`src/rtl/epu_pkg.sv`:
```
// Shared RV32I decode types for the EPU pipeline: op enum, opcode constants,
// immediate formats and the immediate extraction helper.
package epu_pkg;

  localparam int PC_W = 32;
  localparam int XLEN = 32;

  localparam logic [XLEN-1:0] ZeroWord = '0;

  localparam logic [6:0] OPC_LOAD   = 7'b0000011;
  localparam logic [6:0] OPC_STORE  = 7'b0100011;
  localparam logic [6:0] OPC_BRANCH = 7'b1100011;
  localparam logic [6:0] OPC_JALR   = 7'b1100111;
  localparam logic [6:0] OPC_JAL    = 7'b1101111;
  localparam logic [6:0] OPC_OP_IMM = 7'b0010011;
  localparam logic [6:0] OPC_OP     = 7'b0110011;
  localparam logic [6:0] OPC_LUI    = 7'b0110111;
  localparam logic [6:0] OPC_AUIPC  = 7'b0010111;

  typedef enum logic [5:0] {
    OP_NOP = 6'd0,
    OP_LUI, OP_AUIPC, OP_JAL, OP_JALR,
    OP_BEQ, OP_BNE, OP_BLT, OP_BGE, OP_BLTU, OP_BGEU,
    OP_LB, OP_LH, OP_LW, OP_LBU, OP_LHU,
    OP_SB, OP_SH, OP_SW,
    OP_ADDI, OP_SLTI, OP_SLTIU, OP_XORI, OP_ORI, OP_ANDI, OP_SLLI, OP_SRLI, OP_SRAI,
    OP_ADD, OP_SUB, OP_SLL, OP_SLT, OP_SLTU, OP_XOR, OP_SRL, OP_SRA, OP_OR, OP_AND
  } op_e;

  typedef enum logic [2:0] {
    IMM_NONE, IMM_I, IMM_S, IMM_B, IMM_U, IMM_J
  } imm_fmt_e;

  function automatic logic [XLEN-1:0] imm_gen(input logic [31:0] inst, input imm_fmt_e fmt);
    logic [XLEN-1:0] imm;
    imm = ZeroWord;
    case (fmt)
      IMM_I:   imm = {{20{inst[31]}}, inst[31:20]};
      IMM_S:   imm = {{20{inst[31]}}, inst[31:25], inst[11:7]};
      IMM_B:   imm = {{19{inst[31]}}, inst[31], inst[7], inst[30:25], inst[11:8], 1'b0};
      IMM_U:   imm = {inst[31:12], 12'b0};
      IMM_J:   imm = {{11{inst[31]}}, inst[31], inst[19:12], inst[20], inst[30:21], 1'b0};
      default: imm = ZeroWord;
    endcase
    return imm;
  endfunction

endpackage

```
`src/rtl/id_stage_if.sv`:
```
// Bundle of the fetch, register-file and execute-side signals of id_stage.
// Modport master is the decode stage's view; slave is the surrounding pipeline.
interface id_stage_if;

  logic               rdy_in;
  logic               flush_in;
  logic               if_valid_in;
  logic               if_ready_out;
  logic [31:0]        if_pc_in;
  logic [31:0]        if_inst_in;
  logic               rf_read_flag_1_out;
  logic [4:0]         rf_reg_read_1_out;
  logic [31:0]        rf_data_1_in;
  logic               rf_read_flag_2_out;
  logic [4:0]         rf_reg_read_2_out;
  logic [31:0]        rf_data_2_in;
  logic               ex_busy_in;
  logic [4:0]         ex_busy_rd_in;
  logic               ex_busy_load_in;
  logic [31:0]        ex_fwd_data_in;
  logic               ex_valid_out;
  logic               ex_ready_in;
  logic [31:0]        ex_pc_out;
  epu_pkg::op_e       ex_op_out;
  logic [31:0]        ex_rs1_data_out;
  logic [31:0]        ex_rs2_data_out;
  logic [31:0]        ex_imm_out;
  logic [4:0]         ex_rd_out;
  logic               ex_wen_out;
  logic               ex_illegal_out;

  modport master (
    input  rdy_in, flush_in, if_valid_in, if_pc_in, if_inst_in,
    input  rf_data_1_in, rf_data_2_in,
    input  ex_busy_in, ex_busy_rd_in, ex_busy_load_in, ex_fwd_data_in, ex_ready_in,
    output if_ready_out, rf_read_flag_1_out, rf_reg_read_1_out,
    output rf_read_flag_2_out, rf_reg_read_2_out,
    output ex_valid_out, ex_pc_out, ex_op_out, ex_rs1_data_out, ex_rs2_data_out,
    output ex_imm_out, ex_rd_out, ex_wen_out, ex_illegal_out
  );

  modport slave (
    output rdy_in, flush_in, if_valid_in, if_pc_in, if_inst_in,
    output rf_data_1_in, rf_data_2_in,
    output ex_busy_in, ex_busy_rd_in, ex_busy_load_in, ex_fwd_data_in, ex_ready_in,
    input  if_ready_out, rf_read_flag_1_out, rf_reg_read_1_out,
    input  rf_read_flag_2_out, rf_reg_read_2_out,
    input  ex_valid_out, ex_pc_out, ex_op_out, ex_rs1_data_out, ex_rs2_data_out,
    input  ex_imm_out, ex_rd_out, ex_wen_out, ex_illegal_out
  );

endinterface

```
`src/rtl/id_decoder.sv`:
```
// Combinational RV32I decoder: instruction word to op, immediate, rd/wen and
// source-usage flags. Anything outside the 37 base ops decodes as illegal NOP.
module id_decoder
  import epu_pkg::*;
(
  input  logic [31:0] inst,
  output op_e         op,
  output logic [31:0] imm,
  output logic [4:0]  rd,
  output logic        wen,
  output logic        use_rs1,
  output logic        use_rs2,
  output logic        illegal
);

  logic [6:0] opcode;
  logic [2:0] f3;
  logic [6:0] f7;
  imm_fmt_e   fmt;
  logic       has_rd;

  assign opcode = inst[6:0];
  assign f3     = inst[14:12];
  assign f7     = inst[31:25];

  always_comb begin
    op      = OP_NOP;
    fmt     = IMM_NONE;
    use_rs1 = 1'b0;
    use_rs2 = 1'b0;
    has_rd  = 1'b0;
    illegal = 1'b0;
    case (opcode)
      OPC_LUI:   begin op = OP_LUI;   fmt = IMM_U; has_rd = 1'b1; end
      OPC_AUIPC: begin op = OP_AUIPC; fmt = IMM_U; has_rd = 1'b1; end
      OPC_JAL:   begin op = OP_JAL;   fmt = IMM_J; has_rd = 1'b1; end
      OPC_JALR: begin
        op = OP_JALR; fmt = IMM_I; has_rd = 1'b1; use_rs1 = 1'b1;
        illegal = (f3 != 3'b000);
      end
      OPC_BRANCH: begin
        fmt = IMM_B; use_rs1 = 1'b1; use_rs2 = 1'b1;
        case (f3)
          3'b000:  op = OP_BEQ;
          3'b001:  op = OP_BNE;
          3'b100:  op = OP_BLT;
          3'b101:  op = OP_BGE;
          3'b110:  op = OP_BLTU;
          3'b111:  op = OP_BGEU;
          default: illegal = 1'b1;
        endcase
      end
      OPC_LOAD: begin
        fmt = IMM_I; use_rs1 = 1'b1; has_rd = 1'b1;
        case (f3)
          3'b000:  op = OP_LB;
          3'b001:  op = OP_LH;
          3'b010:  op = OP_LW;
          3'b100:  op = OP_LBU;
          3'b101:  op = OP_LHU;
          default: illegal = 1'b1;
        endcase
      end
      OPC_STORE: begin
        fmt = IMM_S; use_rs1 = 1'b1; use_rs2 = 1'b1;
        case (f3)
          3'b000:  op = OP_SB;
          3'b001:  op = OP_SH;
          3'b010:  op = OP_SW;
          default: illegal = 1'b1;
        endcase
      end
      OPC_OP_IMM: begin
        fmt = IMM_I; use_rs1 = 1'b1; has_rd = 1'b1;
        case (f3)
          3'b000: op = OP_ADDI;
          3'b010: op = OP_SLTI;
          3'b011: op = OP_SLTIU;
          3'b100: op = OP_XORI;
          3'b110: op = OP_ORI;
          3'b111: op = OP_ANDI;
          3'b001: if (f7 == 7'h00) op = OP_SLLI; else illegal = 1'b1;
          default: begin
            if (f7 == 7'h00)      op = OP_SRLI;
            else if (f7 == 7'h20) op = OP_SRAI;
            else                  illegal = 1'b1;
          end
        endcase
      end
      OPC_OP: begin
        use_rs1 = 1'b1; use_rs2 = 1'b1; has_rd = 1'b1;
        case ({f7, f3})
          {7'h00, 3'b000}: op = OP_ADD;
          {7'h20, 3'b000}: op = OP_SUB;
          {7'h00, 3'b001}: op = OP_SLL;
          {7'h00, 3'b010}: op = OP_SLT;
          {7'h00, 3'b011}: op = OP_SLTU;
          {7'h00, 3'b100}: op = OP_XOR;
          {7'h00, 3'b101}: op = OP_SRL;
          {7'h20, 3'b101}: op = OP_SRA;
          {7'h00, 3'b110}: op = OP_OR;
          {7'h00, 3'b111}: op = OP_AND;
          default:         illegal = 1'b1;
        endcase
      end
      default: illegal = 1'b1;
    endcase
    // An illegal word must not read or write anything downstream.
    if (illegal) begin
      op      = OP_NOP;
      fmt     = IMM_NONE;
      use_rs1 = 1'b0;
      use_rs2 = 1'b0;
      has_rd  = 1'b0;
    end
  end

  assign imm = imm_gen(inst, fmt);
  assign rd  = has_rd ? inst[11:7] : 5'd0;
  assign wen = has_rd & (inst[11:7] != 5'd0);

endmodule

```
`src/rtl/id_stage.sv`:
```
// RV32I decode stage: one-entry decode slot, RAW hazard stall and a registered
// operand packet to execute. Define ID_STAGE_FWD_EN to forward non-load execute results.
module id_stage
  import epu_pkg::*;
(
  input  logic      clk_in,
  input  logic      rst_n_in,
  id_stage_if.master bus
);

  logic            slot_valid_reg;
  logic [PC_W-1:0] slot_pc_reg;
  logic [31:0]     slot_inst_reg;

  logic            ex_valid_reg;
  logic [PC_W-1:0] ex_pc_reg;
  op_e             ex_op_reg;
  logic [31:0]     ex_rs1_reg;
  logic [31:0]     ex_rs2_reg;
  logic [31:0]     ex_imm_reg;
  logic [4:0]      ex_rd_reg;
  logic            ex_wen_reg;
  logic            ex_illegal_reg;

  op_e         dec_op;
  logic [31:0] dec_imm;
  logic [4:0]  dec_rd;
  logic        dec_wen;
  logic        dec_illegal;
  logic [1:0]  use_rs;

  id_decoder u_decoder (
    .inst    (slot_inst_reg),
    .op      (dec_op),
    .imm     (dec_imm),
    .rd      (dec_rd),
    .wen     (dec_wen),
    .use_rs1 (use_rs[0]),
    .use_rs2 (use_rs[1]),
    .illegal (dec_illegal)
  );

  logic [4:0]  rs_idx  [2];
  logic [31:0] rf_data [2];
  logic [31:0] operand [2];
  logic [1:0]  src_live;
  logic [1:0]  haz_out;
  logic [1:0]  haz_ex;
  logic        stall;
  logic        advance;
  logic        if_ready;
  logic        accept;

  assign rs_idx[0]  = slot_inst_reg[19:15];
  assign rs_idx[1]  = slot_inst_reg[24:20];
  assign rf_data[0] = bus.rf_data_1_in;
  assign rf_data[1] = bus.rf_data_2_in;

  genvar gi;
  generate
    for (gi = 0; gi < 2; gi++) begin : g_src
      assign src_live[gi] = slot_valid_reg & use_rs[gi] & (rs_idx[gi] != 5'd0);
      assign haz_out[gi]  = src_live[gi] & ex_valid_reg & ex_wen_reg & (ex_rd_reg == rs_idx[gi]);
      assign haz_ex[gi]   = src_live[gi] & bus.ex_busy_in & (bus.ex_busy_rd_in == rs_idx[gi]);
`ifdef ID_STAGE_FWD_EN
      assign operand[gi]  = haz_ex[gi] ? bus.ex_fwd_data_in : rf_data[gi];
`else
      assign operand[gi]  = rf_data[gi];
`endif
    end
  endgenerate

`ifdef ID_STAGE_FWD_EN
  // Output-register producers have no result yet; only loads hold up an execute match.
  assign stall = (|haz_out) | ((|haz_ex) & bus.ex_busy_load_in);
`else
  assign stall = (|haz_out) | (|haz_ex);
`endif

  assign advance  = slot_valid_reg & ~stall & (~ex_valid_reg | bus.ex_ready_in) & bus.rdy_in;
  assign if_ready = rst_n_in & bus.rdy_in & (~slot_valid_reg | advance);
  assign accept   = bus.if_valid_in & if_ready & ~bus.flush_in;

  always_ff @(posedge clk_in or negedge rst_n_in) begin
    if (!rst_n_in) begin
      slot_valid_reg <= 1'b0;
      slot_pc_reg    <= '0;
      slot_inst_reg  <= '0;
    end else if (bus.rdy_in) begin
      if (bus.flush_in) begin
        slot_valid_reg <= 1'b0;
      end else if (accept) begin
        slot_valid_reg <= 1'b1;
        slot_pc_reg    <= bus.if_pc_in;
        slot_inst_reg  <= bus.if_inst_in;
      end else if (advance) begin
        slot_valid_reg <= 1'b0;
      end
    end
  end

  always_ff @(posedge clk_in or negedge rst_n_in) begin
    if (!rst_n_in) begin
      ex_valid_reg   <= 1'b0;
      ex_pc_reg      <= '0;
      ex_op_reg      <= OP_NOP;
      ex_rs1_reg     <= ZeroWord;
      ex_rs2_reg     <= ZeroWord;
      ex_imm_reg     <= ZeroWord;
      ex_rd_reg      <= 5'd0;
      ex_wen_reg     <= 1'b0;
      ex_illegal_reg <= 1'b0;
    end else if (bus.rdy_in) begin
      if (bus.flush_in) begin
        ex_valid_reg <= 1'b0;
      end else if (advance) begin
        ex_valid_reg   <= 1'b1;
        ex_pc_reg      <= slot_pc_reg;
        ex_op_reg      <= dec_op;
        ex_rs1_reg     <= operand[0];
        ex_rs2_reg     <= operand[1];
        ex_imm_reg     <= dec_imm;
        ex_rd_reg      <= dec_rd;
        ex_wen_reg     <= dec_wen;
        ex_illegal_reg <= dec_illegal;
      end else if (bus.ex_ready_in) begin
        ex_valid_reg <= 1'b0;
      end
    end
  end

  assign bus.if_ready_out       = if_ready;
  assign bus.rf_read_flag_1_out = slot_valid_reg & use_rs[0];
  assign bus.rf_reg_read_1_out  = rs_idx[0];
  assign bus.rf_read_flag_2_out = slot_valid_reg & use_rs[1];
  assign bus.rf_reg_read_2_out  = rs_idx[1];
  assign bus.ex_valid_out       = ex_valid_reg;
  assign bus.ex_pc_out          = ex_pc_reg;
  assign bus.ex_op_out          = ex_op_reg;
  assign bus.ex_rs1_data_out    = ex_rs1_reg;
  assign bus.ex_rs2_data_out    = ex_rs2_reg;
  assign bus.ex_imm_out         = ex_imm_reg;
  assign bus.ex_rd_out          = ex_rd_reg;
  assign bus.ex_wen_out         = ex_wen_reg;
  assign bus.ex_illegal_out     = ex_illegal_reg;

endmodule
```
`src/flat_wrapper.sv`:
```
// flat-port wrapper written by rule: the top's interface ports become plain ports
module id_stage_flat import epu_pkg::*;
  (clk_in, rst_n_in, bus_rdy_in, bus_flush_in, bus_if_valid_in, bus_if_pc_in, bus_if_inst_in, bus_rf_data_1_in, bus_rf_data_2_in, bus_ex_busy_in, bus_ex_busy_rd_in, bus_ex_busy_load_in, bus_ex_fwd_data_in, bus_ex_ready_in, bus_if_ready_out, bus_rf_read_flag_1_out, bus_rf_reg_read_1_out, bus_rf_read_flag_2_out, bus_rf_reg_read_2_out, bus_ex_valid_out, bus_ex_pc_out, bus_ex_op_out, bus_ex_rs1_data_out, bus_ex_rs2_data_out, bus_ex_imm_out, bus_ex_rd_out, bus_ex_wen_out, bus_ex_illegal_out);
  id_stage_if bus_i ();
  input  logic clk_in;
  input  logic rst_n_in;
  input wire logic [$bits(bus_i.rdy_in)-1:0] bus_rdy_in;
  input wire logic [$bits(bus_i.flush_in)-1:0] bus_flush_in;
  input wire logic [$bits(bus_i.if_valid_in)-1:0] bus_if_valid_in;
  input wire logic [$bits(bus_i.if_pc_in)-1:0] bus_if_pc_in;
  input wire logic [$bits(bus_i.if_inst_in)-1:0] bus_if_inst_in;
  input wire logic [$bits(bus_i.rf_data_1_in)-1:0] bus_rf_data_1_in;
  input wire logic [$bits(bus_i.rf_data_2_in)-1:0] bus_rf_data_2_in;
  input wire logic [$bits(bus_i.ex_busy_in)-1:0] bus_ex_busy_in;
  input wire logic [$bits(bus_i.ex_busy_rd_in)-1:0] bus_ex_busy_rd_in;
  input wire logic [$bits(bus_i.ex_busy_load_in)-1:0] bus_ex_busy_load_in;
  input wire logic [$bits(bus_i.ex_fwd_data_in)-1:0] bus_ex_fwd_data_in;
  input wire logic [$bits(bus_i.ex_ready_in)-1:0] bus_ex_ready_in;
  output wire logic [$bits(bus_i.if_ready_out)-1:0] bus_if_ready_out;
  output wire logic [$bits(bus_i.rf_read_flag_1_out)-1:0] bus_rf_read_flag_1_out;
  output wire logic [$bits(bus_i.rf_reg_read_1_out)-1:0] bus_rf_reg_read_1_out;
  output wire logic [$bits(bus_i.rf_read_flag_2_out)-1:0] bus_rf_read_flag_2_out;
  output wire logic [$bits(bus_i.rf_reg_read_2_out)-1:0] bus_rf_reg_read_2_out;
  output wire logic [$bits(bus_i.ex_valid_out)-1:0] bus_ex_valid_out;
  output wire logic [$bits(bus_i.ex_pc_out)-1:0] bus_ex_pc_out;
  output wire logic [$bits(bus_i.ex_op_out)-1:0] bus_ex_op_out;
  output wire logic [$bits(bus_i.ex_rs1_data_out)-1:0] bus_ex_rs1_data_out;
  output wire logic [$bits(bus_i.ex_rs2_data_out)-1:0] bus_ex_rs2_data_out;
  output wire logic [$bits(bus_i.ex_imm_out)-1:0] bus_ex_imm_out;
  output wire logic [$bits(bus_i.ex_rd_out)-1:0] bus_ex_rd_out;
  output wire logic [$bits(bus_i.ex_wen_out)-1:0] bus_ex_wen_out;
  output wire logic [$bits(bus_i.ex_illegal_out)-1:0] bus_ex_illegal_out;
  assign bus_i.rdy_in = bus_rdy_in;
  assign bus_i.flush_in = bus_flush_in;
  assign bus_i.if_valid_in = bus_if_valid_in;
  assign bus_i.if_pc_in = bus_if_pc_in;
  assign bus_i.if_inst_in = bus_if_inst_in;
  assign bus_i.rf_data_1_in = bus_rf_data_1_in;
  assign bus_i.rf_data_2_in = bus_rf_data_2_in;
  assign bus_i.ex_busy_in = bus_ex_busy_in;
  assign bus_i.ex_busy_rd_in = bus_ex_busy_rd_in;
  assign bus_i.ex_busy_load_in = bus_ex_busy_load_in;
  assign bus_i.ex_fwd_data_in = bus_ex_fwd_data_in;
  assign bus_i.ex_ready_in = bus_ex_ready_in;
  assign bus_if_ready_out = bus_i.if_ready_out;
  assign bus_rf_read_flag_1_out = bus_i.rf_read_flag_1_out;
  assign bus_rf_reg_read_1_out = bus_i.rf_reg_read_1_out;
  assign bus_rf_read_flag_2_out = bus_i.rf_read_flag_2_out;
  assign bus_rf_reg_read_2_out = bus_i.rf_reg_read_2_out;
  assign bus_ex_valid_out = bus_i.ex_valid_out;
  assign bus_ex_pc_out = bus_i.ex_pc_out;
  assign bus_ex_op_out = bus_i.ex_op_out;
  assign bus_ex_rs1_data_out = bus_i.ex_rs1_data_out;
  assign bus_ex_rs2_data_out = bus_i.ex_rs2_data_out;
  assign bus_ex_imm_out = bus_i.ex_imm_out;
  assign bus_ex_rd_out = bus_i.ex_rd_out;
  assign bus_ex_wen_out = bus_i.ex_wen_out;
  assign bus_ex_illegal_out = bus_i.ex_illegal_out;
  id_stage u_core (.clk_in(clk_in), .rst_n_in(rst_n_in), .bus(bus_i));
endmodule
```
`config.mk`:
```
export PLATFORM = sky130hd
export DESIGN_NAME = id_stage_flat
export DESIGN_NICKNAME = d
export VERILOG_FILES = /design/src/rtl/epu_pkg.sv /design/src/rtl/id_stage_if.sv /design/src/rtl/id_decoder.sv /design/src/rtl/id_stage.sv /design/src/flat_wrapper.sv
export SDC_FILE = /design/constraint.sdc
export NUM_CORES = 1
export LEC_CHECK = 0
export ABC_CLOCK_PERIOD_IN_PS = 7000
export CAP_MARGIN = 20
export CORE_ASPECT_RATIO = 0.5
export CORE_MARGIN = 3
export CORE_UTILIZATION = 51
export CTS_BUF_LIST = sky130_fd_sc_hd__clkbuf_16
export CTS_CLUSTER_SIZE = 40
export DETAILED_ROUTE_END_ITERATION = 16
export PLACE_DENSITY = 0.92
export SYNTH_ARGS = -nofsm -noshare
export SYNTH_HDL_FRONTEND = slang
export SYNTH_SLANG_ARGS = --single-unit
```
`constraint.sdc`:
```
create_clock -name clk_in -period 7 [get_ports clk_in]
set_clock_uncertainty 0.2 [all_clocks]
set_input_delay 1.4 -clock clk_in [delete_from_list [all_inputs] [get_ports clk_in]]
set_output_delay 1.4 -clock clk_in [all_outputs]
set_load 0.05 [all_outputs]
```
== Word level (Yosys, flattened, before mapping) ==
Cells that the tools add are included.

* Flip-flop bits (word level): 207
* Bits of input ports: 173
* Output and inout port bits: 155
* Word-level logic and storage cells: 137

* Equality and inequality tests: 35
* Mux-type cells: 35
* Bitwise logic cells: 29
* Reduce and logical (&&, ||, !) cells: 26

{| class="wikitable"
|+ Operators with widths
! cell !! count
|-
| case mux 32 bit (5 select lines) || 1
|-
| case mux 6 bit (10 select lines) || 1
|-
| case mux 6 bit (9 select lines) || 1
|-
| equality test 10 x 3 -> 1 bit, second input constant || 4
|-
| case mux 5 bit (7 select lines) || 1
|-
| equality test 7 x 6 -> 1 bit, second input constant || 4
|-
| case mux 4 bit (6 select lines) || 1
|-
| AND 1 bit || 22
|-
| equality test 7 bit, second input constant || 3
|-
| equality test 10 x 2 -> 1 bit, second input constant || 2
|-
| equality test 10 x 9 -> 1 bit, second input constant || 2
|-
| equality test 5 bit || 4
|-
| two-way mux 5 bit || 4
|-
| case mux 4 bit (5 select lines) || 1
|-
| two-way mux 1 bit || 19
|-
| equality test 3 bit, second input constant || 6
|-
| OR reduction 6 bit || 3
|-
| case mux 3 bit (5 select lines) || 1
|-
| case mux 5 bit (3 select lines) || 1
|-
| nonzero test 5 bit || 3
|-
| equality test 7 x 5 -> 1 bit, second input constant || 2
|-
| equality test 3 x 2 -> 1 bit, second input constant || 4
|-
| OR reduction 3 bit || 4
|-
| equality test 10 x 1 -> 1 bit, second input constant || 1
|-
| other kinds (18) || 30
|}

== Longest topological paths before layout ==
Gate-level depths: netlist of the first run.

* Depth in word-level cells: 23
* Gate-level depth with buffers: 11
* Depth with buffers taken out: 6

== By module ==
Synthesis of the first run repeated with hierarchy kept, for this count alone.

* Cells, all modules: 733
* Area total of the unflattened synthesis: 9504.1 sq um

{| class="wikitable"
|+ By module, submodules not included
! module !! times used !! cells each !! area each (sq um) !! sequential area each (sq um)
|-
| id_stage || 1 || 491 || 8066.5 || 5180.0
|-
| id_decoder || 1 || 242 || 1437.6 || 0.0
|}

== Worst setup path after synthesis of the first run ==
Ideal clock, no wire load.

* Kind: flip-flop to output port
* Start: register u_core.slot_inst_reg[25]
* End: output port bus_rf_read_flag_1_out
* Arrival: 3.098 ns
* Required time: 5.400 ns
* Path slack: 2.302 ns
* Cell stages (with the launch flop): 8
* Path buffers: 2
* Cells stage by stage: dfrtp_1 nor4_2 a31oi_1 a221o_1 or3_1 buf_2 clkbuf_1 nor3_1

* Word-level cells in the longest chain between the ends: 7
* Elaborated cells between the ends (all ways): 21
* Classes of those cells: eq/ne (10); mux (7); bitwise (1); reduce/logical (3)

{| class="wikitable"
|+ Ends and longest elaborated chain
! element !! RTL line !! source
|-
| from (decl) || id_stage.sv:13 || <nowiki>logic [31:0] slot_inst_reg;</nowiki>
|-
| from (signal assigned) || id_stage.sv:95 || <nowiki>slot_inst_reg <= bus.if_inst_in;</nowiki>
|-
| equality test 7 x 6 -> 1 bit || id_decoder.sv:85 || <nowiki>else if (f7 == 7'h20) op = OP_SRAI;</nowiki>
|-
| two-way mux 1 bit || id_decoder.sv:85 ||
|-
| two-way mux 1 bit || id_decoder.sv:84 || <nowiki>if (f7 == 7'h00) op = OP_SRLI;</nowiki>
|-
| case mux 1 bit (2 select lines) || id_decoder.sv:75 || <nowiki>case (f3)</nowiki>
|-
| case mux 1 bit (7 select lines) * || id_decoder.sv:33 || <nowiki>case (opcode)</nowiki>
|-
| two-way mux 1 bit * || id_decoder.sv:109 || <nowiki>if (illegal) begin</nowiki>
|-
| AND 1 bit * || id_stage.sv:133 || <nowiki>assign bus.rf_read_flag_1_out = slot_valid_reg & use_rs[0];</nowiki>
|-
| to (decl) || flat_wrapper.sv:20 || <nowiki>output wire logic [$bits(bus_i.rf_read_flag_1_out)-1:0] bus_rf_read_flag_1_out;</nowiki>
|}

Mark *: on every way between the ends. The rest lies on a longest branch, timed or not.

== Worst setup path in the final report of the first run ==
* Start: register u_core.slot_inst_reg[13]
* End: output port bus_if_ready_out

* Word-level cells in the longest chain between the ends: 18
* Elaborated cells between the ends (all ways): 55
* Classes of those cells: eq/ne (16); mux (8); bitwise (21); reduce/logical (10)

{| class="wikitable"
|+ Ends and longest elaborated chain
! element !! RTL line !! source
|-
| equality test 10 x 3 -> 1 bit (tied with other cells) || id_decoder.sv:92 || <nowiki>case ({f7, f3})</nowiki>
|-
| OR reduction 10 bit (no source line) (tied with other cells) || -- ||
|-
| two-way mux 1 bit (tied with other cells) || id_decoder.sv:92 ||
|-
| case mux 1 bit (7 select lines) * || id_decoder.sv:33 ||
|-
| two-way mux 1 bit || id_decoder.sv:109 ||
|-
| AND 1 bit (2 in series) || id_stage.sv:62 || <nowiki>assign src_live[gi] = slot_valid_reg & use_rs[gi] & (rs_idx[gi] != 5'd0);</nowiki>
|-
| AND 1 bit (3 in series) || id_stage.sv:63 || <nowiki>assign haz_out[gi] = src_live[gi] & ex_valid_reg & ex_wen_reg & (ex_rd_reg == rs_idx[gi]);</nowiki>
|-
| OR reduction 2 bit || id_stage.sv:77 || <nowiki>assign stall = (|haz_out) | (|haz_ex);</nowiki>
|-
| OR 1 bit * || id_stage.sv:77 ||
|-
| NOT 1 bit * || id_stage.sv:80 || <nowiki>assign advance = slot_valid_reg & ~stall & (~ex_valid_reg | bus.ex_ready_in) & bus.rdy_in;</nowiki>
|-
| AND 1 bit * (3 in series) || id_stage.sv:80 ||
|-
| OR 1 bit * || id_stage.sv:81 || <nowiki>assign if_ready = rst_n_in & bus.rdy_in & (~slot_valid_reg | advance);</nowiki>
|-
| AND 1 bit * || id_stage.sv:81 ||
|-
| to (decl) || flat_wrapper.sv:19 || <nowiki>output wire logic [$bits(bus_i.if_ready_out)-1:0] bus_if_ready_out;</nowiki>
|}

Marks and branches as above.

==> results of run 1 <==
==> report_power, final <==
group	internal, mW	switching (mW)
Sequential	1.51	0.282
Clock	0.578	0.455
Combinational	0.739	1.28
==> final timing paths <==
path | endpoint | start | slack (ns) | cells past startpoint
worst max-delay path | bus_if_ready_out | u_core.slot_inst_reg[13] | 0.83 | 7
worst min-delay path | u_core.bus.ex_rs2_data_out[17] | u_core.bus.ex_rs2_data_out[17] | 0.29 | 1
worst max register to register | u_core.bus.ex_op_out[3] | u_core.slot_inst_reg[25] | 1.98 | 8
worst min register to register | u_core.bus.ex_rs2_data_out[17] | u_core.bus.ex_rs2_data_out[17] | 0.29 | 1
max in group asynchronous | u_core.slot_pc_reg[11] | rst_n_in | 3.78 | 3
min in group asynchronous | u_core.slot_inst_reg[26] | rst_n_in | 0.73 | 1
==> layout by cell type (no fill, tap or decap), types with 3 or more instances in the layout <==
master           count
a21oi_1             11
a22o_1              23
a22oi_1              5
and3_1              10
buf_4               13
clkbuf_16           21
clkdlybuf4s50_1    293
clkinv_1             5
dfrtp_1            207
inv_1               18
mux2_1              81
mux2_2              51
mux2i_1              8
nand2_1             85
nand2b_1             7
nand3_1             71
nand4_1              6
nor2_1              21
nor2b_1              3
nor3_1              18
o2111ai_1           64
o211ai_1            68
o21ai_0             13
o22ai_1              4
o32a_1               3
or3_1                3
xnor2_1             21
==> worst max-delay path, cell delays in order (launching register included) <==
cell and delay [ns]:
dfrtp_1 0.82, nand2b_1 0.21, a2111oi_0 0.60, a221o_1 0.33
or3_2 0.75, o21ai_0 0.30, a21oi_1 0.20, clkdlybuf4s50_1 0.85
==> cell families (layout without fill, tap and decap cells) <==
kind of cell              Yosys count  in the layout
buffers and inverters             121            359
and+or+nand+nor                   242            242
muxes                             140            140
xor gates and xnor gates           23             23
DFF                               207            207
other                               0              1
AOI/OAI and AO/OA                 213            213
==> metal layers <==
metal,track usage,vias up,wire length [um]
met5,0,-,0
met4,0.111,0,1530
met3,0.0450,133,2310
met2,0.449,513,14900
met1,0.349,4466,12500
li1,-,3996,-
==> per-stage QoR <==
step / cell area (um2) / worst slack [ns] / hold slack, ns / power, mW / utilization
after global routing: 13900 / 0.744 / 0.300 / 5.03 / 0.708
after floorplan: 10400 / 2.30 / 0.258 / 3.05 / -
after global placement: 13300 / 1.69 / 0.267 / 3.74 / 0.675
final: 13900 / 0.831 / 0.287 / 4.84 / 0.708
after CTS: 13900 / 0.945 / 0.290 / 4.85 / 0.706
after detailed placement: 13300 / 1.49 / 0.268 / 3.81 / 0.675
==> synth_stat cells, types with 6 or more instances <==
cell	number	area (um2)
o21ai_0	13	65.1
o211ai_1	68	510
nor3_1	18	90.1
and3_1	10	62.6
dfrtp_1	207	5180
buf_4	10	75.1
clkbuf_1	72	270
buf_6	9	101
nor2_1	21	78.8
a22oi_1	6	45.0
o2111ai_1	64	561
mux2i_1	8	80.1
buf_2	7	35.0
nand4_1	6	37.5
nand2b_1	8	50.1
inv_1	14	52.6
a21oi_1	12	60.1
a22o_1	23	201
nand2_1	86	323
mux2_2	51	574
buf_1	7	26.3
mux2_1	81	912
nand3_1	71	355
xnor2_1	21	184
==> cell type report <==
type | count | share of cell area
clock inverters | 13 | 0.00611
clock buffers | 21 | 0.0377
well taps | 266 | 0.0239
diodes | 1 | 0.000180
inverters | 15 | 0.00404
flip-flops and latches | 207 | 0.372
repair buffers | 310 | 0.223
multi-input cells | 618 | 0.333
==> results_dict.tcl, run 1 <==
set metrics [dict create \
    run_status "complete, no violations" \
    drv_slew 0 \
    setup_tns_ns 0 \
    holdBufCountCts 0 \
    setup_viol 0 \
    syn_nets 1119 \
    synth_xor_area_frac 0.0194 \
    path_class "flip-flop to primary output" \
    postCtsResizedCells 0 \
    antenna_found_initial 1 \
    cts_buffers 20 \
    grt_first_pass_wirelength_um 48900 \
    row_count 36 \
    rsz0062_at_grt "false" \
    synth_seq_cells 207 \
    slew_headroom 0.330 \
    cts_setup_buffers 0 \
    min_path_type "flip-flop to flip-flop" \
    grt_pass1_vias 9094 \
    synth.area.mux_share 0.151 \
    core_um2 19700 \
    fmax_mhz 162 \
    root_buffer "clkbuf_16" \
    seq_area_um2 5180 \
    gp_congestion 0.932 \
    dpl.cell_count 1414 \
    power.density_nw_per_um2 348 \
    worstMarginPinSlew_ns 1.00 \
    yosysWarnings 0 \
    num-nets-final 1345 \
    fin_crit_ns 6.17 \
    worstSetupEndpointType "primary output" \
    die_w_um 208 \
    grt_max_degree 130 \
    wire_per_inst_um 21.6 \
    drtIter0Drc 1180 \
    wirelength_um 31300 \
    syn_inst 946 \
    worstPathRequired_ns 5.40 \
    cts_tree "done" \
    grt_overflow_total 0 \
    cellLeakagePower_nw 5.77 \
    dieHeight_um 107 \
    clockBufferDepth 3 \
    dp_hpwl_um 20700 \
    drc 0 \
    dieArea_um2 22200 \
    grt_usage 0.267 \
    synth-compound-area-share 0.162 \
    synthToLayoutAreaGrowth_pct 34.4 \
    multi_input_area_um2 4640 \
    cap_violations 0 \
    async_flop_share 1.00 \
    start_kind "flip-flop" \
    arrival_ns 4.57 \
    cp_max_fo 41 \
    drive_above_1_share 0.0895 \
    worstSkewPairLatency_ns 0.49 \
    ys_seq_area_frac 0.500 \
    final_hold_viol_count 0 \
    irDropWorstVdd_mv 0.255 \
    synth_top_family_by_area "compound AO/OA/AOI/OAI gates" \
    finalCritPeriodShare 0.881 \
    cts_sinks 207 \
    synth_edf_count 0 \
    pin_count 328 \
    clk_pin_slew_worst_paths_ns 0.06 \
    syn_area_um2 10400 \
    synthAdderAreaFrac 0 \
    yosys.area_share.simple 0.112 \
    ant_nets 0 \
    initial_utilization 0.526 \
    synth.distinct_cells 58 \
    instances_no_fill 1451 \
    firstDrtPassIters 6 \
    viasPerCell 6.28 \
    synthFlopType "dfrtp_1" \
    vias 9108 \
    n_fill_cell 1289 \
    port_buffers 294 \
    htree_num_levels 1 \
    avgSynthCellArea_um2 11.0 \
]
Note: power is estimated with default switching activity, not from simulation.
==> run 2: changes to the inputs <==
CORE_MARGIN = unset   (was 3)
RECOVER_POWER = 100   (was unset)
==> run 2 against run 1 <==
The run now ends with max-capacitance violations, max-slew violations left. Worst setup slack got worse by 0.16 ns. Largest power group unchanged. Maximum frequency decreased by 2.5%. Register-to-register slack got worse by 1.3 ns. Final area fell by 0.36%. Critical endpoint is now u_core.bus.ex_rs1_data_out[1]. Largest cell class unchanged. Sequential power about the same. Flip-flop and latch count did not move. Sequential share of layout area up 0.13 points.
==> results_dict.tcl, run 2 (synthesized netlist as in run 1, its figures left out) <==
set metrics [dict create \
    whs_ns 0.285 \
    finalCritPeriodShare 0.904 \
    arrival_ns 6.50 \
    start_kind "flip-flop" \
    drc 0 \
    grt_usage 0.287 \
    gp_congestion 0.869 \
    fin_crit_ns 6.33 \
    wirelength_um 30800 \
    cap_violations 5 \
    worstMarginPinSlew_ns 4.04 \
    cp_max_fo 103 \
    num-nets-final 1346 \
    drv_slew 345 \
    dieArea_um2 20900 \
    firstDrtPassIters 7 \
    slew_headroom -1.70 \
    htree_num_levels 1 \
    synthToLayoutAreaGrowth_pct 34.0 \
    core_um2 19700 \
    final_hold_viol_count 0 \
    initial_utilization 0.526 \
    dp_hpwl_um 20700 \
    worstPathRequired_ns 7.17 \
    path_class "flip-flop to flip-flop" \
    run_status "complete, but fails checks" \
    vias 8978 \
    clk_pin_slew_worst_paths_ns 0.07 \
    cts_setup_buffers 0 \
    row_count 36 \
    grt_overflow_total 0 \
    cellLeakagePower_nw 6.05 \
    power.density_nw_per_um2 341 \
    grt_first_pass_wirelength_um 47600 \
    postCtsResizedCells 0 \
    drive_above_1_share 0.0834 \
    irDropWorstVdd_mv 0.262 \
    root_buffer "clkbuf_16" \
    grt_pass1_vias 8727 \
    ant_nets 0 \
    worstSkewPairLatency_ns 0.50 \
    drtIter0Drc 698 \
    violations "max-capacitance violations, max-slew violations" \
    cts_sinks 207 \
    rsz0062_at_grt "false" \
    clockBufferDepth 3 \
    design_area_um2 13900 \
    dieHeight_um 103 \
    mostFrequentLayoutCells "dfrtp_1 (207), dlygate4sd3_1 (156), clkdlybuf4s50_1 (137)" \
    min_path_type "flip-flop to flip-flop" \
    wire_per_inst_um 21.2 \
    setup_viol 0 \
    antenna_found_initial 0 \
    dpl_cell_area_um2 13300 \
    viasPerCell 6.18 \
    holdBufCountCts 0 \
    port_buffers 294 \
    die_w_um 204 \
    grt_max_degree 104 \
    cts_buffers 20 \
    n_antenna_cell 0 \
    cts_tree "done" \
    pin_count 328 \
    n_fill_cell 1326 \
    worstSetupEndpointType "flip-flop" \
    fmax_mhz 158 \
    setup_tns_ns 0 \
    post-route-util 0.705 \
    final_common_cell "dfrtp_1" \
]
## run 2: per-layer routing
layer	wire length (um)	vias up	GRT usage	share of wire
li1	-	4011	-	-
met1	12500	4406	0.387	0.40
met2	14900	475	0.473	0.48
met3	2280	86	0.0468	0.074
met4	1170	0	0.108	0.038
met5	0	-	0	0
## run 2: metrics by stage
stage	std cells	total power, mW	setup WS, ns
global placement	1415	3.74	1.68
global route	1453	4.94	0.449
finish	1453	4.74	0.670
CTS	1451	4.85	1.13
floorplan	946	3.05	2.30
detailed placement	1415	3.81	1.61
## run 2: worst paths after layout
kind | startpoint | endpoint | slack, ns | cells past startpoint
worst min-delay path | u_core.bus.ex_imm_out[16] | u_core.bus.ex_imm_out[16] | 0.28 | 1
max in group asynchronous | rst_n_in | u_core.bus.ex_rs2_data_out[8] | 1.69 | 4
min in group asynchronous | rst_n_in | u_core.slot_pc_reg[26] | 0.64 | 1
worst max-delay path | u_core.slot_inst_reg[25] | u_core.bus.ex_rs1_data_out[1] | 0.67 | 8
worst min register to register | u_core.bus.ex_imm_out[16] | u_core.bus.ex_imm_out[16] | 0.28 | 1
worst max register to register | u_core.slot_inst_reg[25] | u_core.bus.ex_rs1_data_out[1] | 0.67 | 8
## run 2: report_power, final
group | internal [mW] | switching (mW) | leakage [nW]
sequential | 1.50 | 0.264 | 2.64
clock | 0.577 | 0.459 | 0.315
combinational | 0.655 | 1.28 | 3.09
## run 2: final cells by class
class	count	area, um2	area share
multi-input cells	618	4630	0.333
repair buffers	311	3070	0.221
well taps	266	333	0.0240
flip-flops and latches	207	5180	0.373
clock buffers	21	526	0.0379
clock inverters	15	87.6	0.00631
inverters	15	56.3	0.00406
## run 2: worst max-delay path: stages, from the launching register on
cell	delay, ns
dfrtp_1	0.43
nor4_1	0.77
a31oi_1	0.25
a221o_1	0.47
or3_2	0.88
buf_4	0.42
o21ai_4	0.19
clkbuf_2	2.02
mux2_2	0.49
==> run 3: changes to the inputs <==
SLEW_MARGIN = 25   (was unset)
==> run 3 against run 2 <==
The run still ends with max-capacitance violations, max-slew violations left. Cell count is 0.34% lower. Clock-buffer cell count stayed put. Critical path depth is 1 lower. First-iteration DRC count is 13% higher. Maximum frequency is 2.3% higher. Global-route usage hardly changed. Combinational power hardly changed. Critical path type is now flip-flop to primary output. Largest cell class unchanged. Highest routed layer unchanged.
==> results_dict.tcl, run 3 (synthesized netlist as in run 1, its figures left out) <==
set metrics [dict create \
    arrival_ns 4.59 \
    holdBufCountCts 0 \
    rsz0062_at_grt "false" \
    power.density_nw_per_um2 342 \
    drc 0 \
    run_status "complete, but fails checks" \
    worstSetupEndpointType "primary output" \
    finalCritPeriodShare 0.884 \
    n_antenna_cell 0 \
    min_path_type "flip-flop to flip-flop" \
    min_path_cells 1 \
    drtIter0Drc 790 \
    die_w_um 204 \
    core_um2 19700 \
    ant_nets 0 \
    post-route-util 0.704 \
    cts_tree "done" \
    worstPathRequired_ns 5.40 \
    num-nets-final 1344 \
    dieHeight_um 103 \
    fin_crit_ns 6.19 \
    grt_pass1_vias 8803 \
    initial_utilization 0.526 \
    mostFrequentLayoutCells "dfrtp_1 (207), dlygate4sd3_1 (157), clkdlybuf4s50_1 (136)" \
    drive_above_1_share 0.0854 \
    grt_usage 0.287 \
    grt_first_pass_wirelength_um 47600 \
    worstSkewPairLatency_ns 0.50 \
    htree_num_levels 1 \
    grt_overflow_total 0 \
    rr_startpoint "u_core.slot_inst_reg[25]" \
    synthToLayoutAreaGrowth_pct 33.7 \
    dpl_cell_area_um2 13300 \
    dp_hpwl_um 20700 \
    worstHoldStart "u_core.bus.ex_rs2_data_out[7]" \
    slew_headroom -1.75 \
    viasPerCell 6.24 \
    clockBufferDepth 3 \
    irDropWorstVdd_mv 0.275 \
    row_count 36 \
    final_hold_viol_count 0 \
    wirelength_um 30600 \
    path_class "flip-flop to primary output" \
    cts_setup_buffers 0 \
    cellLeakagePower_nw 6.03 \
    fmax_mhz 162 \
    cap_violations 5 \
    clk_pin_slew_worst_paths_ns 0.07 \
    gp_congestion 0.869 \
    drv_slew 345 \
    worstMarginPinSlew_ns 4.12 \
    antenna_found_initial 0 \
    postCtsResizedCells 0 \
    final_common_cell "dfrtp_1" \
    cts_buffers 20 \
    setup_tns_ns 0 \
    wire_per_inst_um 21.1 \
    reg2regPathDepth 8 \
    cp_max_fo 42 \
    pin_count 328 \
    firstDrtPassIters 6 \
    grt_max_degree 104 \
    power.total_mw 4.74 \
    crit_start "u_core.slot_inst_reg[25]" \
    dieArea_um2 20900 \
    violations "max-capacitance violations, max-slew violations" \
    root_buffer "clkbuf_16" \
    vias 9041 \
    start_kind "flip-flop" \
    design_area_um2 13900 \
    setup_viol 0 \
    cts_sinks 207 \
    port_buffers 294 \
]
[run 3: final timing paths]
check                                                end  slack [ns]
min in group asynchronous         u_core.slot_pc_reg[17]        0.63
max                                     bus_if_ready_out        0.81
min reg2reg                u_core.bus.ex_rs2_data_out[7]        0.29
max reg2reg                      u_core.bus.ex_op_out[3]        0.94
min                        u_core.bus.ex_rs2_data_out[7]        0.29
max in group asynchronous        u_core.slot_inst_reg[2]        1.67
[run 3: final cells by class]
cell class	count	area, um2
flip-flops and latches	207	5180
clock buffers	21	526
multi-input cells	618	4630
repair buffers	309	3040
clock inverters	12	82.6
well taps	266	333
fillers	1349	5830
inverters	15	56.3
[run 3: critical path, stage by stage (launching register included)]
cell           delay [ns]
dfrtp_1              0.42
nor4_1               0.78
a31oi_1              0.23
a221o_1              0.46
or3_2                0.87
o21ai_0              0.41
a21oi_1              0.11
dlygate4sd3_1        0.79
[run 3: routing by layer]
layer,wire (um),track usage,up-vias
li1,-,-,3997
met3,2140,0.0446,79
met2,14900,0.480,464
met5,0,0,-
met4,1020,0.107,0
met1,12500,0.384,4501
[run 3: metrics by stage]
| step | cells | setup WS [ns] | hold WS [ns] |
|---|---|---|---|
| 4_1_cts | 1448 | 1.12 | 0.292 |
| 5_1_grt | 1448 | 0.422 | 0.305 |
| 2_1_floorplan | 946 | 2.30 | 0.258 |
| 3_3_place_gp | 1415 | 1.68 | 0.268 |
| 3_5_place_dp | 1415 | 1.58 | 0.276 |
| 6_report | 1448 | 0.811 | 0.286 |
[run 3: where the power goes]
group	leakage, nW	internal (mW)	switching [mW]	total [mW]
sequential	2.64	1.50	0.267	1.77
combinational	3.08	0.651	1.28	1.93
clock	0.311	0.577	0.462	1.04
